**src/rtl/uart_tx_if.sv**
```systemverilog
// uart_tx_if: request/completion bundle between the formatter and the UART TX.
// master drives tx_start/din; slave returns tx_busy/tx_done_tick.
interface uart_tx_if #(
  parameter int DBIT = 8
);
  logic            tx_start;
  logic [DBIT-1:0] din;
  logic            tx_busy;
  logic            tx_done_tick;

  modport master (
    output tx_start, din,
    input  tx_busy, tx_done_tick
  );

  modport slave (
    input  tx_start, din,
    output tx_busy, tx_done_tick
  );
endinterface

```
**src/rtl/uart_tx_core.sv**
```systemverilog
// uart_tx_core: 8N1 UART transmitter, LSB first, driven by a 16x s_tick.
// Ports: clk, reset (async, low), s_tick, tx (registered line), bus (slave).
module uart_tx_core #(
  parameter int DBIT    = 8,
  parameter int SB_TICK = 16
) (
  input  logic clk,
  input  logic reset,
  input  logic s_tick,
  output logic tx,
  uart_tx_if.slave bus
);

  typedef enum logic [1:0] {
    IDLE,
    START,
    DATA,
    STOP
  } state_e;

  // Tick counter must reach SB_TICK-1 for long stop bits.
  localparam int SW = (SB_TICK > 16) ? $clog2(SB_TICK) : 4;
  localparam logic [SW-1:0] BIT_END  = SW'(15);
  localparam logic [SW-1:0] STOP_END = SW'(SB_TICK - 1);
  localparam logic [2:0]    LAST_BIT = 3'(DBIT - 1);

  state_e          state_q, state_d;
  logic [SW-1:0]   s_cnt_q, s_cnt_d;
  logic [2:0]      n_cnt_q, n_cnt_d;
  logic [DBIT-1:0] b_q, b_d;
  logic            tx_q, tx_d;
  logic            busy_q, busy_d;
  logic            done_q, done_d;

  always_ff @(posedge clk or negedge reset) begin
    if (!reset) begin
      state_q <= IDLE;
      s_cnt_q <= '0;
      n_cnt_q <= '0;
      b_q     <= '0;
      tx_q    <= 1'b1;
      busy_q  <= 1'b0;
      done_q  <= 1'b0;
    end else begin
      state_q <= state_d;
      s_cnt_q <= s_cnt_d;
      n_cnt_q <= n_cnt_d;
      b_q     <= b_d;
      tx_q    <= tx_d;
      busy_q  <= busy_d;
      done_q  <= done_d;
    end
  end

  always_comb begin
    state_d = state_q;
    s_cnt_d = s_cnt_q;
    n_cnt_d = n_cnt_q;
    b_d     = b_q;
    done_d  = 1'b0;
    unique case (state_q)
      IDLE: begin
        if (bus.tx_start) begin
          b_d     = bus.din;
          s_cnt_d = '0;
          state_d = START;
        end
      end
      START: begin
        if (s_tick) begin
          if (s_cnt_q == BIT_END) begin
            s_cnt_d = '0;
            n_cnt_d = '0;
            state_d = DATA;
          end else begin
            s_cnt_d = s_cnt_q + 1'b1;
          end
        end
      end
      DATA: begin
        if (s_tick) begin
          if (s_cnt_q == BIT_END) begin
            s_cnt_d = '0;
            b_d     = b_q >> 1;
            if (n_cnt_q == LAST_BIT) begin
              state_d = STOP;
            end else begin
              n_cnt_d = n_cnt_q + 1'b1;
            end
          end else begin
            s_cnt_d = s_cnt_q + 1'b1;
          end
        end
      end
      STOP: begin
        if (s_tick) begin
          if (s_cnt_q == STOP_END) begin
            state_d = IDLE;
            done_d  = 1'b1;
          end else begin
            s_cnt_d = s_cnt_q + 1'b1;
          end
        end
      end
      default: state_d = IDLE;
    endcase

    // Line level follows the next state so tx changes on the
    // same edge as the state, straight from a flop.
    unique case (state_d)
      START:   tx_d = 1'b0;
      DATA:    tx_d = b_d[0];
      default: tx_d = 1'b1;
    endcase

    // Busy stays up through the done cycle.
    busy_d = (state_d != IDLE) || done_d;
  end

  assign tx               = tx_q;
  assign bus.tx_busy      = busy_q;
  assign bus.tx_done_tick = done_q;

endmodule

```
**src/flat_wrapper.sv**
```systemverilog
// flat-port wrapper written by rule: the top's interface ports become plain ports
module uart_tx_core_flat 
#(
  parameter int DBIT    = 8,
  parameter int SB_TICK = 16
)
  (clk, reset, s_tick, tx, bus_tx_start, bus_din, bus_tx_busy, bus_tx_done_tick);
  uart_tx_if #(.DBIT(DBIT)) bus_i ();
  input  logic clk;
  input  logic reset;
  input  logic s_tick;
  output logic tx;
  input wire logic [$bits(bus_i.tx_start)-1:0] bus_tx_start;
  input wire logic [$bits(bus_i.din)-1:0] bus_din;
  output wire logic [$bits(bus_i.tx_busy)-1:0] bus_tx_busy;
  output wire logic [$bits(bus_i.tx_done_tick)-1:0] bus_tx_done_tick;
  assign bus_i.tx_start = bus_tx_start;
  assign bus_i.din = bus_din;
  assign bus_tx_busy = bus_i.tx_busy;
  assign bus_tx_done_tick = bus_i.tx_done_tick;
  uart_tx_core #(.DBIT(DBIT), .SB_TICK(SB_TICK)) u_core (.clk(clk), .reset(reset), .s_tick(s_tick), .tx(tx), .bus(bus_i));
endmodule
```
**config.mk**
```make
export PLATFORM = sky130hd
export DESIGN_NAME = uart_tx_core_flat
export DESIGN_NICKNAME = d
export VERILOG_FILES = /design/src/rtl/uart_tx_if.sv /design/src/rtl/uart_tx_core.sv /design/src/flat_wrapper.sv
export SDC_FILE = /design/constraint.sdc
export NUM_CORES = 1
export LEC_CHECK = 0
export BUFFER_PORTS_ARGS = -buffer_cell sky130_fd_sc_hd__buf_4
export CAP_MARGIN = 20
export CORE_MARGIN = 1.5
export CORE_UTILIZATION = 55
export CTS_BUF_LIST = sky130_fd_sc_hd__clkbuf_16
export CTS_CLUSTER_SIZE = 28
export DETAILED_ROUTE_END_ITERATION = 7
export PLACE_DENSITY = 0.77
export RECOVER_POWER = 100
export SLEW_MARGIN = 15
export SYNTH_ARGS = -nofsm -noshare
export SYNTH_HDL_FRONTEND = slang
export SYNTH_SLANG_ARGS = --single-unit
```
**constraint.sdc**
```tcl
create_clock -name clk -period 2.88 [get_ports clk]
set_input_delay 0.432 -clock clk [delete_from_list [all_inputs] [get_ports clk]]
set_output_delay 0.432 -clock clk [all_outputs]
set_load 0.01 [all_outputs]
```
Word level (Yosys, flattened, before mapping)
Cells that the tools add are included.
- register bits after elaboration: 20
- word-level logic and storage cells: 64
- $add $sub $neg: 2
- equality and inequality tests: 16
- muxes and demuxes: 29
- reduce and logical (&&, ||, !) cells: 9
- operator list (cell ; number):
    8-bit two-way mux ; 3
    4-bit two-way mux ; 5
    2-bit two-way mux ; 8
    8-bit one-hot mux with 2 select lines ; 1
    3-bit two-way mux ; 5
    2-bit inequality test, second input constant ; 6
    4-bit one-hot mux with 3 select lines ; 1
    2-bit one-hot mux with 4 select lines ; 1
    4-bit AND reduction ; 2
    2-bit equality test, second input constant ; 3
    2-bit by 1-bit inequality test with 1-bit output, second input constant ; 3
    3-bit one-hot mux with 2 select lines ; 1
    6-bit AND reduction ; 1
    2-bit nonzero test ; 3
    4-bit by 1-bit adder with 4-bit output, second input constant ; 1
    2-bit by 1-bit equality test with 1-bit output, second input constant ; 2
    4-bit equality test, second input constant ; 1
    3-bit by 1-bit adder with 3-bit output, second input constant ; 1
    3-bit equality test, second input constant ; 1
    1-bit two-way mux ; 3
    2-bit logical NOT ; 1
    1-bit one-hot mux with 2 select lines ; 1
    2-bit OR reduction ; 1
    1-bit logical OR ; 1

Longest topological paths before layout
- depth after elaboration: 7
- mapped depth: 8

Least setup slack after synthesis
No wires, ideal clock.
- kind: reg-to-reg
- start: reg u_core.state_q[0]
- end: reg u_core.b_q[4]
- arrival: 1608 ps
- slack: 1199 ps
- stages on the path, launching flop included: 9
- clock period less this slack: 1681 ps
- cell sequence: dfrtp_1 > inv_1 > ha_1 > clkbuf_1 > nor2b_1 > a211oi_2 > buf_6 > nor2_1 > a21oi_2
- cells in the longest elaborated chain, start to end: 3
- elaborated cells between the ends (all ways): 8
- classes of those cells: eq/ne (4); mux (1); reduce/logical (3)
- ends and longest elaborated chain (element ; RTL line ; RTL):
    from (decl) ; uart_tx_core.sv:27 ; state_e state_q, state_d;
    from (signal assigned) ; uart_tx_core.sv:45 ; state_q <= state_d;
    2-bit equality test / 2-bit logical NOT (equally long branches) ; uart_tx_core.sv:61 ; unique case (state_q)
    2-bit by 1-bit inequality test with 1-bit output (no source line), or another cell as far along ; - ;
    4-bit AND reduction (no source line) ; - ;
    to (signal assigned) ; uart_tx_core.sv:40 ; b_q <= '0;
    to (signal assigned) ; uart_tx_core.sv:48 ; b_q <= b_d;
    to (decl) ; uart_tx_core.sv:30 ; logic [DBIT-1:0] b_q, b_d;
Parallel ways exist; a longest one is shown, timed or not.
A chain may end at the register's enable or synchronous reset.

Worst setup path after layout
- start: reg u_core.state_q[0]
- end: reg u_core.b_q[7]
The elaborated chain is that of the path after synthesis.

==> metrics.yaml <==
yosys-top-cells-area: "dfrtp_1, ha_1, a22oi_1"
max_freq_ghz: 0.472
initial_core_util_pct: 60.8
drv_cap: 0
num_vias: 914
grt_pass1_wl_um: 3360
antenna_left: 0
drc: 0
worstPathArrival_ps: 2290
synthFlopType: "dfrtp_1"
clock_latency_ps: 250
synth_top_area_share_pct: 43.9
worstMarginPinSlew_ps: 1050
synth_compound_area_share_pct: 20.9
clk_pin_slew_ps: 50
end_kind: "flip-flop"
place.port_buffers: 14
power_mw: 1.30
final_util_pct: 70.7
required_ps: 3050
ys_top_cells_by_count: "dfrtp_1, nor2_1, o21ai_0"
post_drt_wl_per_cell_um: 13.5
cts_hold_buffers: 0
async_flop_share_pct: 100
rows: 15
die_w_um: 47.4
critPathMaxFanout: 14
synth_xor_area_share_pct: 0.808
hold_viol_final: 0
drive_above_1_share_pct: 15.4
synth_area_per_cell_sq_um: 9.34
synth_cells: 116
slew_violations: 0
synth_top_family_by_area: "compound AO/OA/AOI/OAI gates"
p_per_area_nw_per_um2: 1030
finalCritPeriodShare_pct: 73.6
pre_cts_slack_ps: 784
synth_top_cell_by_area: "dfrtp_1"
first_global_vias: 797
design_area_sq_um: 1260
grt-ovfl-total: 0
setup_tns_ps: 0
cts_made_buffers: 3
synthesis.nets: 135
period_needed_ps: 2120
status: "finished clean"
gr-usage-all-layers_pct: 21.5
core_sq_um: 1780
dieArea_sq_um: 2250
die_height_um: 47.4
dp_hpwl_um: 1480
place.gp.congestion: 0.783
rsz0062_at_grt: "no"
viasPerCell: 5.90
synth_seq_cells: 20
antenna_cells: 0
drtPass1Iterations: 4
cts_max_level: 1
hp-class: "in -> async"
yosysMostFrequentCell: "dfrtp_1"
cts_setup_buffers: 0
yosysUniqueCellTypes: 30
post_cts_resized: 0
grt_max_degree: 21
clk_path_buf_depth: 2
drtIter0Drc: 36
netlist_area_sq_um: 1080
placed_cell_area_sq_um: 1200
cts_root_buffer: "clkbuf_16"
cts_tree: "done"
io_pins: 15
relSlewSlack_pct: 30.2
finalNetCount: 150
grt_antenna_before_repair: 0
synthAdderAreaFrac_pct: 8.08
setup_viol: 0
peakVddDrop_uv: 631
yosysWarningCount: 0
power_leakage_nw: 0.564
syn_to_final_growth_pct: 16.3
clock-sinks: 20
yosysSeqAreaShare_pct: 46.3
synth.area.mux_share_pct: 2.89
synth_simple_gate_area_share_pct: 16.1
synth_edf_count: 0
path_class: "reg -> reg"
final.setup_skew_ps: 2.78
setup_slack_ps: 759
wl_um: 2090
start_kind: "flip-flop"
[power breakdown]
part           switching, mW  internal, mW  total, mW  leakage, nW
logic                  0.338         0.220      0.559        0.272
registers             0.0667         0.392      0.459        0.253
clock network         0.0985         0.185      0.283       0.0385
total                  0.503         0.797       1.30        0.564
[worst paths after layout]
check / startpoint / endpoint / slack (ps) / cells after the start
worst max register to register: u_core.state_q[0] / u_core.b_q[7] / 760 / 6
worst min-delay path: reset / u_core.s_cnt_q[3] / 350 / 1
max in group asynchronous: reset / u_core.s_cnt_q[0] / 1900 / 1
worst max-delay path: u_core.state_q[0] / u_core.b_q[7] / 760 / 6
worst min register to register: u_core.b_q[5] / u_core.b_q[5] / 520 / 2
min in group clk: bus_din[7] / u_core.b_q[7] / 410 / 3
[cell usage in the layout (no fill, tap or decap), types with 2 or more instances in the layout]
| cell | n |
|---|---|
| a21oi_1 | 9 |
| dfrtp_1 | 19 |
| mux2i_1 | 2 |
| o21ai_0 | 11 |
| clkbuf_1 | 4 |
| nand4_1 | 2 |
| clkbuf_16 | 3 |
| a22oi_1 | 7 |
| inv_1 | 8 |
| ha_1 | 7 |
| nor2_1 | 14 |
| nor3_1 | 2 |
| nand3_1 | 6 |
| buf_4 | 10 |
| nand2_1 | 9 |
| a21oi_2 | 3 |
[per-stage QoR]
step           hold slack (ps)  instances
3_3_place_gp               322        151
4_1_cts                   58.5        155
6_report                   346        155
5_1_grt                    432        155
3_5_place_dp               325        151
2_1_floorplan              136        116
[logic make-up after synthesis]
logic type	count (synthesis)
multiplexers	3
buffers and inverters	12
flip-flops	20
AO/OA/AOI/OAI	35
AND/OR/NAND/NOR	38
adder cells (fa/ha/maj)	7
XOR/XNOR	1
[layout make-up]
| class | count | area (sq um) |
|---|---|---|
| repair buffers | 14 | 90.1 |
| clock buffers | 3 | 75.1 |
| well taps | 25 | 31.3 |
| multi-input cells | 84 | 528 |
| fillers | 138 | 523 |
| clock inverters | 1 | 3.75 |
| flip-flops and latches | 20 | 502 |
| inverters | 8 | 30.0 |
[critical path, cell delays in order, from the launching register on]
cell and delay, ps:
dfrtp_1 410, inv_1 100, ha_1 310, nor2b_1 200
a211oi_2 750, nand3_1 150, o21ai_0 110
[per-layer routing]
metal | vias up | share of wire [%] | track usage (%)
met5 | - | 0 | 0
li1 | 437 | - | -
met4 | 0 | 1.9 | 10.6
met3 | 5 | 5.3 | 3.46
met1 | 444 | 45 | 29.1
met2 | 28 | 48 | 33.5
[registers in the layout, indices dropped and copies added (netlist names)]
register	cells
u_core.b_q	8
u_core.s_cnt_q	4
u_core.n_cnt_q	3
u_core.state_q	2
u_core.bus.tx_busy	1
u_core.bus.tx_done_tick	1
u_core.tx	1
No activity file was read; power rests on OpenSTA's default activity.
